### src/rtl/stack_port_sched_if.sv
// Requester-side bus of the stack port scheduler.
// Handshake: a request transfers in the cycle where req_valid[i] && req_ready[i].
// The requester holds valid/we/addr/wdata stable until that cycle.
// req_ready is combinational and never depends on itself.
// rsp_valid/rsp_rdata carry read data exactly one cycle after the grant.
interface stack_port_sched_if #(
    parameter int NREQ  = 8,
    parameter int ADDRW = 6,
    parameter int DATAW = 64
);
    logic [NREQ-1:0]       req_valid;
    logic [NREQ-1:0]       req_we;
    logic [NREQ*ADDRW-1:0] req_addr;
    logic [NREQ*DATAW-1:0] req_wdata;
    logic [NREQ-1:0]       req_ready;
    logic [NREQ-1:0]       rsp_valid;
    logic [NREQ*DATAW-1:0] rsp_rdata;

    modport master (
        output req_valid, req_we, req_addr, req_wdata,
        input  req_ready, rsp_valid, rsp_rdata
    );

    modport slave (
        input  req_valid, req_we, req_addr, req_wdata,
        output req_ready, rsp_valid, rsp_rdata
    );
endinterface

### src/rtl/stack_port_sched.sv
// Round-robin scheduler sharing a 4R/4W stack among NREQ requesters.
// Grants up to 4 writes and 4 reads per cycle.
// Duplicate write addresses are deferred, and reads that hit a granted write are deferred.
// Read data is routed back one cycle after the grant.
module stack_port_sched #(
    parameter int NREQ  = 8,
    parameter int ADDRW = 6,
    parameter int DATAW = 64,
    localparam int IDXW = (NREQ > 1) ? $clog2(NREQ) : 1
) (
    input  logic                 clk,
    input  logic                 reset,
    stack_port_sched_if.slave    bus,
    output logic [4*ADDRW-1:0]   st_read_add,
    input  logic [4*DATAW-1:0]   st_data_out,
    output logic [4*ADDRW-1:0]   st_wrt_add,
    output logic [3:0]           st_wrt_en,
    output logic [4*DATAW-1:0]   st_data_in,
    output logic [31:0]          stall_cnt,
    output logic [IDXW-1:0]      dbg_wr_ptr,
    output logic [IDXW-1:0]      dbg_rd_ptr
);

    // Requester index 'k' steps after 'base', wrapped into 0..NREQ-1.
    function automatic logic [IDXW-1:0] scan_idx(input logic [IDXW-1:0] base, input int k);
        logic [IDXW:0] s;
        s = {1'b0, base} + (IDXW+1)'(k);
        if (s >= (IDXW+1)'(NREQ)) s = s - (IDXW+1)'(NREQ);
        return s[IDXW-1:0];
    endfunction

    // Successor of a requester index, wrapped.
    function automatic logic [IDXW-1:0] next_idx(input logic [IDXW-1:0] i);
        logic [IDXW:0] n;
        n = {1'b0, i} + (IDXW+1)'(1);
        if (n >= (IDXW+1)'(NREQ)) n = '0;
        return n[IDXW-1:0];
    endfunction

    logic [ADDRW-1:0] addr_a  [NREQ];
    logic [DATAW-1:0] wdata_a [NREQ];

    logic [NREQ-1:0]  ready_c;
    logic [3:0]       wen_c;
    logic [ADDRW-1:0] wadd_c [4];
    logic [DATAW-1:0] wdat_c [4];
    logic [3:0]       rvld_c;
    logic [ADDRW-1:0] radd_c [4];
    logic [IDXW-1:0]  ridx_c [4];

    logic [IDXW-1:0]  wr_ptr_q, wr_ptr_d;
    logic [IDXW-1:0]  rd_ptr_q, rd_ptr_d;
    logic [3:0]       rmap_vld_q, rmap_vld_d;
    logic [IDXW-1:0]  rmap_idx_q [4];
    logic [IDXW-1:0]  rmap_idx_d [4];
    logic [31:0]      stall_cnt_q, stall_cnt_d;

    logic [NREQ-1:0]  rsp_valid_c;
    logic [DATAW-1:0] rsp_data_c [NREQ];

    // Unpack the requester address and data buses into per-requester arrays.
    always_comb begin
        for (int i = 0; i < NREQ; i++) begin
            addr_a[i]  = bus.req_addr[i*ADDRW +: ADDRW];
            wdata_a[i] = bus.req_wdata[i*DATAW +: DATAW];
        end
    end

    // Grant writes and then reads, each scanning round-robin from its own pointer.
    always_comb begin
        logic [IDXW-1:0] idx;
        logic            hit;
        logic [2:0]      wcnt;
        logic [2:0]      rcnt;
        idx      = '0;
        hit      = 1'b0;
        wcnt     = '0;
        rcnt     = '0;
        ready_c  = '0;
        wen_c    = '0;
        rvld_c   = '0;
        wr_ptr_d = wr_ptr_q;
        rd_ptr_d = rd_ptr_q;
        for (int p = 0; p < 4; p++) begin
            wadd_c[p] = '0;
            wdat_c[p] = '0;
            radd_c[p] = '0;
            ridx_c[p] = '0;
        end
        // Writes: a second write to an address already granted this cycle waits, using no port.
        for (int k = 0; k < NREQ; k++) begin
            idx = scan_idx(wr_ptr_q, k);
            if (bus.req_valid[idx] && bus.req_we[idx] && (wcnt < 3'd4)) begin
                hit = 1'b0;
                for (int p = 0; p < 4; p++)
                    if (wen_c[p] && (wadd_c[p] == addr_a[idx])) hit = 1'b1;
                if (!hit) begin
                    wen_c[wcnt[1:0]]  = 1'b1;
                    wadd_c[wcnt[1:0]] = addr_a[idx];
                    wdat_c[wcnt[1:0]] = wdata_a[idx];
                    ready_c[idx]      = 1'b1;
                    wr_ptr_d          = next_idx(idx);
                    wcnt              = wcnt + 3'd1;
                end
            end
        end
        // Reads: deferred when a granted write targets the same address, so they see the new value.
        for (int k = 0; k < NREQ; k++) begin
            idx = scan_idx(rd_ptr_q, k);
            if (bus.req_valid[idx] && !bus.req_we[idx] && (rcnt < 3'd4)) begin
                hit = 1'b0;
                for (int p = 0; p < 4; p++)
                    if (wen_c[p] && (wadd_c[p] == addr_a[idx])) hit = 1'b1;
                if (!hit) begin
                    rvld_c[rcnt[1:0]] = 1'b1;
                    radd_c[rcnt[1:0]] = addr_a[idx];
                    ridx_c[rcnt[1:0]] = idx;
                    ready_c[idx]      = 1'b1;
                    rd_ptr_d          = next_idx(idx);
                    rcnt              = rcnt + 3'd1;
                end
            end
        end
    end

    // Drive the stack ports from the grants. Writes are blocked while reset is held.
    always_comb begin
        for (int p = 0; p < 4; p++) begin
            st_read_add[p*ADDRW +: ADDRW] = radd_c[p];
            st_wrt_add[p*ADDRW +: ADDRW]  = wadd_c[p];
            st_data_in[p*DATAW +: DATAW]  = wdat_c[p];
        end
        st_wrt_en = reset ? wen_c : 4'b0000;
    end

    // Next-state values for the read grant map and the saturating stall counter.
    always_comb begin
        rmap_vld_d  = rvld_c;
        for (int p = 0; p < 4; p++) rmap_idx_d[p] = ridx_c[p];
        stall_cnt_d = stall_cnt_q;
        if (((bus.req_valid & ~ready_c) != '0) && (stall_cnt_q != 32'hFFFF_FFFF))
            stall_cnt_d = stall_cnt_q + 32'd1;
    end

    // Register pointers, the read grant map and the stall counter.
    always_ff @(posedge clk or negedge reset) begin
        if (!reset) begin
            wr_ptr_q    <= '0;
            rd_ptr_q    <= '0;
            rmap_vld_q  <= '0;
            for (int p = 0; p < 4; p++) rmap_idx_q[p] <= '0;
            stall_cnt_q <= '0;
        end else begin
            wr_ptr_q    <= wr_ptr_d;
            rd_ptr_q    <= rd_ptr_d;
            rmap_vld_q  <= rmap_vld_d;
            for (int p = 0; p < 4; p++) rmap_idx_q[p] <= rmap_idx_d[p];
            stall_cnt_q <= stall_cnt_d;
        end
    end

    // Route each stack read port's data back to the requester granted on it last cycle.
    always_comb begin
        rsp_valid_c = '0;
        for (int i = 0; i < NREQ; i++) rsp_data_c[i] = '0;
        for (int p = 0; p < 4; p++) begin
            if (rmap_vld_q[p]) begin
                rsp_valid_c[rmap_idx_q[p]] = 1'b1;
                rsp_data_c[rmap_idx_q[p]]  = st_data_out[p*DATAW +: DATAW];
            end
        end
    end

    // Pack the outputs.
    always_comb begin
        bus.req_ready = ready_c;
        bus.rsp_valid = rsp_valid_c;
        for (int i = 0; i < NREQ; i++) bus.rsp_rdata[i*DATAW +: DATAW] = rsp_data_c[i];
        stall_cnt  = stall_cnt_q;
        dbg_wr_ptr = wr_ptr_q;
        dbg_rd_ptr = rd_ptr_q;
    end

endmodule

### src/flat_wrapper.sv
// flat-port wrapper written by rule: the top's interface ports become plain ports
module stack_port_sched_flat 
#(
    parameter int NREQ  = 8,
    parameter int ADDRW = 6,
    parameter int DATAW = 64,
    localparam int IDXW = (NREQ > 1) ? $clog2(NREQ) : 1
)
  (clk, reset, st_read_add, st_data_out, st_wrt_add, st_wrt_en, st_data_in, stall_cnt, dbg_wr_ptr, dbg_rd_ptr, bus_req_valid, bus_req_we, bus_req_addr, bus_req_wdata, bus_req_ready, bus_rsp_valid, bus_rsp_rdata);
  stack_port_sched_if #(.NREQ(NREQ), .ADDRW(ADDRW), .DATAW(DATAW)) bus_i ();
  input  logic clk;
  input  logic reset;
  output logic [4*ADDRW-1:0] st_read_add;
  input  logic [4*DATAW-1:0] st_data_out;
  output logic [4*ADDRW-1:0] st_wrt_add;
  output logic [3:0] st_wrt_en;
  output logic [4*DATAW-1:0] st_data_in;
  output logic [31:0] stall_cnt;
  output logic [IDXW-1:0] dbg_wr_ptr;
  output logic [IDXW-1:0] dbg_rd_ptr;
  input wire logic [$bits(bus_i.req_valid)-1:0] bus_req_valid;
  input wire logic [$bits(bus_i.req_we)-1:0] bus_req_we;
  input wire logic [$bits(bus_i.req_addr)-1:0] bus_req_addr;
  input wire logic [$bits(bus_i.req_wdata)-1:0] bus_req_wdata;
  output wire logic [$bits(bus_i.req_ready)-1:0] bus_req_ready;
  output wire logic [$bits(bus_i.rsp_valid)-1:0] bus_rsp_valid;
  output wire logic [$bits(bus_i.rsp_rdata)-1:0] bus_rsp_rdata;
  assign bus_i.req_valid = bus_req_valid;
  assign bus_i.req_we = bus_req_we;
  assign bus_i.req_addr = bus_req_addr;
  assign bus_i.req_wdata = bus_req_wdata;
  assign bus_req_ready = bus_i.req_ready;
  assign bus_rsp_valid = bus_i.rsp_valid;
  assign bus_rsp_rdata = bus_i.rsp_rdata;
  stack_port_sched #(.NREQ(NREQ), .ADDRW(ADDRW), .DATAW(DATAW)) u_core (.clk(clk), .reset(reset), .bus(bus_i), .st_read_add(st_read_add), .st_data_out(st_data_out), .st_wrt_add(st_wrt_add), .st_wrt_en(st_wrt_en), .st_data_in(st_data_in), .stall_cnt(stall_cnt), .dbg_wr_ptr(dbg_wr_ptr), .dbg_rd_ptr(dbg_rd_ptr));
endmodule
### config.mk
export PLATFORM = sky130hd
export DESIGN_NAME = stack_port_sched_flat
export DESIGN_NICKNAME = d
export VERILOG_FILES = /design/src/rtl/stack_port_sched_if.sv /design/src/rtl/stack_port_sched.sv /design/src/flat_wrapper.sv
export SDC_FILE = /design/constraint.sdc
export NUM_CORES = 2
export LEC_CHECK = 0
export BUFFER_PORTS_ARGS = -buffer_cell sky130_fd_sc_hd__buf_4
export CORE_AREA = 4 4 670 672
export DETAILED_ROUTE_END_ITERATION = 12
export DIE_AREA = 0 0 674 676
export PLACE_DENSITY_LB_ADDON = 0.15
export SYNTH_ARGS = -nofsm -noshare
export SYNTH_HDL_FRONTEND = slang
export SYNTH_SLANG_ARGS = --single-unit
### constraint.sdc
create_clock -name clk -period 35.7 [get_ports clk]
set_input_delay 7.14 -clock clk [delete_from_list [all_inputs] [get_ports clk]]
set_output_delay 7.14 -clock clk [all_outputs]
set_load 0.05 [all_outputs]
==> tab_implementation.tex <==
\begin{tabular}{lr}
\hline
Metric & Value \\
\hline
\multicolumn{2}{l}{\textbf{Final layout}} \\
\quad Storage cell area & 1370 um2 \\
\quad Fillcell total & between 50k and 60k \\
\quad Most common library cell in the layout ignoring fill and taps & buf\_4 \\
\quad Final instance area & between 80000 and 90000 um2 \\
\quad Area added between synthesis and finish & 28.0\% \\
\quad Most frequent cells in the layout & 1942 x buf\_4, 1718 x nand2\_1, 1549 x o21ai\_0, 602 x mux4\_2, 540 x mux2i\_1 \\
\quad Count of nets after finishing & approximately 11k \\
\quad Share of layout cells above drive strength 1 & between 20 and 30\% \\
\quad Footprint of the multi-input gates & 60300 um2 \\
\multicolumn{2}{l}{\textbf{Floorplanning}} \\
\quad Area of the die & 456000 um2 \\
\quad Row count & $\sim$250 \\
\quad Initial cell density of the core & roughly 15\% \\
\quad Y dimension of the die & a little under 700 um \\
\quad Floorplan die width & 674 um \\
\quad Core footprint & 444000 um2 \\
\quad Top-Level Pins & $\sim$1.7k \\
\multicolumn{2}{l}{\textbf{Detailed routing}} \\
\quad DRC Markers & 0 \\
\quad DRT antenna net count & 0 \\
\quad Vias per std cell & 5.32 \\
\quad Number of vias in the routed layout & roughly 86k \\
\quad Total wirelength of the detailed-routed design & $\sim$570000 um \\
\quad Routed WL per cell & 35.3 um \\
\quad DRC violation total after the first TritonRoute iteration & about 9k \\
\quad Number of detailed-route iterations in the first pass & 6 \\
\multicolumn{2}{l}{\textbf{GRT}} \\
\quad Vias in the first global route & 79.8k \\
\quad Congestion Overflow GR & 0 \\
\quad Number of antenna violations at the first check in global routing & roughly 150 \\
\quad Global routing usage summed across all routing layers & 23.6\% \\
\quad First-pass GRT wire length & roughly 760000 um \\
\quad Maximum number of pins on one net before global-route repair & about 140 \\
\multicolumn{2}{l}{\textbf{Setup path}} \\
\quad Crit path arrival time & between 20000 and 30000 ps \\
\quad Slowest stage cell on the critical path & xnor2\_1 \\
\quad Max stage delay on crit path & 940 ps \\
\quad Data required time at the worst endpoint & about 29000 ps \\
\quad Startpoint-to-endpoint class of the critical path & in -> out \\
\quad Largest fanout on the critical path & between 100 and 150 \\
\quad Worst Setup End Kind & output port \\
\quad Critical Path Start Type & primary input \\
\multicolumn{2}{l}{\textbf{Placed design}} \\
\quad Cell area after placement & around 84000 um2 \\
\quad IO buf count & 1707 \\
\quad Total half-perimeter wirelength after legalization and detailed placement & 441000 um \\
\quad Routability-driven placement congestion ratio & $\sim$0.93 \\
\multicolumn{2}{l}{\textbf{Yosys}} \\
\quad Post-synthesis cell area & about 66000 um2 \\
\quad Synthesized area per cell & $\sim$7.0 um2 \\
\quad EDFF count, synth & 0 \\
\quad Count of distinct cell types in the synthesized netlist & roughly 110 \\
\quad Syn Inst Count & 9432 \\
\quad Yosys synthesis warning count & 0 \\
\quad Synth Flop Type & dfrtp\_1 \\
\quad Post-synthesis sequential area ratio & 2.04\% \\
\quad Fraction of registers with async set or reset after synthesis & between 90\% and 100\% \\
\quad Net count after synthesis & around 10k \\
\quad Register bit count reported by yosys & 54 \\
\multicolumn{2}{l}{\textbf{Timing}} \\
\quad Final setup skew & about 33 ps \\
\quad Post-route minimum period & 32540 ps \\
\quad Maximum clock frequency & 30.7 MHz \\
\quad Headroom to the max-slew limit & 14.6\% \\
\quad Unrepaired setup endpoints after global routing & no \\
\quad Transition time at the pin with the least slew margin & 1260 ps \\
\quad Final worst path period share & just over 90\% \\
\quad Final count of negative-setup-slack endpoints & 0 \\
\quad Sum of negative setup slack & 0 ps \\
\quad Hold Fails Final Rpt & 0 \\
\quad Fin. max-slew vios & 0 \\
\multicolumn{2}{l}{\textbf{Clock network}} \\
\quad Number of buffers added to fix hold violations after cts & 0 \\
\quad Maximum root-to-sink buffer count & 2 \\
\quad Clock buffer count from CTS & 5 \\
\quad H-tree levels & 2 \\
\quad Count of cells resized by post-cts repair & 0 \\
\quad Clock transition at the registers of the reported paths & $\sim$90 ps \\
\quad Clock tree from TritonCTS & built \\
\quad Latest clock arrival within the worst-skew pair & 360 ps \\
\quad CTS Sinks & 54 \\
\quad Number of buffers inserted to repair setup after CTS & 0 \\
\quad CTS Root Buffer Type & clkbuf\_16 \\
\multicolumn{2}{l}{\textbf{Worst hold path}} \\
\quad Min-Delay Path Class & reg -> reg \\
\multicolumn{2}{l}{\textbf{Job}} \\
\quad Max Cap Violations & 0 \\
\multicolumn{2}{l}{\textbf{Run status}} \\
\quad Result of the run & finished, final reports clean \\
\hline
\end{tabular}
[kinds of logic (layout without fill, tap and decap cells)]
| kind of cell | Yosys count | after routing | synth area share [%] |
|---|---|---|---|
| AO/OA/AOI/OAI | 3377 | 3377 | 32.8 |
| AND/OR/NAND/NOR | 2928 | 2928 | 19.1 |
| multiplexers | 1361 | 1361 | 32.5 |
| buffers and inverters | 1294 | 2036 | 7.78 |
| XOR/XNOR | 366 | 366 | 4.89 |
| flip-flops | 54 | 54 | 2.04 |
| adder cells (fa/ha/maj) | 51 | 51 | 0.965 |
| other | 1 | 102 | 0.00567 |
[Yosys cell counts (all sizes together) (73+ instances only)]
cell type,instances,share of area [%]
a22oi,196,2.2
clkbuf,857,4.9
nor3,131,1.0
o211ai,237,2.7
xor2,123,1.7
nand2,1722,9.8
buf,366,2.5
nor2,512,2.9
a21oi,403,3.1
and2,114,1.1
mux2i,576,8.8
mux2,183,3.1
a221o,323,4.9
xnor2,243,3.2
mux4,602,21
a311oi,73,0.97
o21ai,1564,12
nand3,167,1.3
a221oi,73,0.98
a211oi,277,3.2
[critical path: cells and delay by family]
kind,cells,cell delay [ps]
multiplexers,7,2360
XOR/XNOR,5,2100
buffers and inverters,10,2080
AO/OA/AOI/OAI,11,4750
adder cells (fa/ha/maj),6,2020
AND/OR/NAND/NOR,13,4870
[cell type report]
cell class / instances / share of cell area, %
diodes: 101 / 0.299
clock buffers: 5 / 0.148
clock inverters: 3 / 0.0340
inverters: 71 / 0.324
multi-input cells: 8084 / 71.2
flip-flops and latches: 54 / 1.62
well taps: 5928 / 8.77
repair buffers: 1957 / 17.6
[worst paths after layout]
kind / slack, ps / cells past startpoint / endpoint / start
min in group asynchronous: 6740 / 1 / u_core.stall_cnt[23] / reset
worst min-delay path: 490 / 1 / u_core.stall_cnt[12] / u_core.stall_cnt[12]
worst max-delay path: 3160 / 52 / st_read_add[16] / bus_req_addr[13]
worst min register to register: 490 / 1 / u_core.stall_cnt[12] / u_core.stall_cnt[12]
worst max register to register: 14410 / 58 / u_core.stall_cnt[24] / u_core.dbg_wr_ptr[1]
max in group asynchronous: 28050 / 2 / u_core.rmap_idx_q[11] / reset
[per-layer routing]
layer,vias up,part of all wire (%),GRT usage [%]
met3,975,7.4,4.80
li1,37350,-,-
met4,44,7.2,14.7
met1,43223,39,28.4
met5,-,0.055,0
met2,4595,46,38.4
[metrics by stage]
stage | cells | hold slack (ps) | utilization, % | worst slack (ps)
final | 16203 | 487 | 19.1 | 3160
after global routing | 16184 | 505 | 19.1 | 2150
after CTS | 16102 | 493 | 19.0 | 3350
after detailed placement | 16094 | 481 | 19.0 | 3350
after global placement | 16094 | 479 | 19.0 | 3560
after floorplan | 9432 | 789 | - | 6240
[registers in the layout, indices dropped and copies added (netlist names)]
register           flops
u_core.rmap_idx_q     12
u_core.dbg_wr_ptr      3
u_core.stall_cnt      32
u_core.dbg_rd_ptr      3
u_core.rmap_vld_q      4
Power is left out: the tool's default activity adds up to more than one toggle a clock period on the data nets, which glitch-free logic cannot reach.
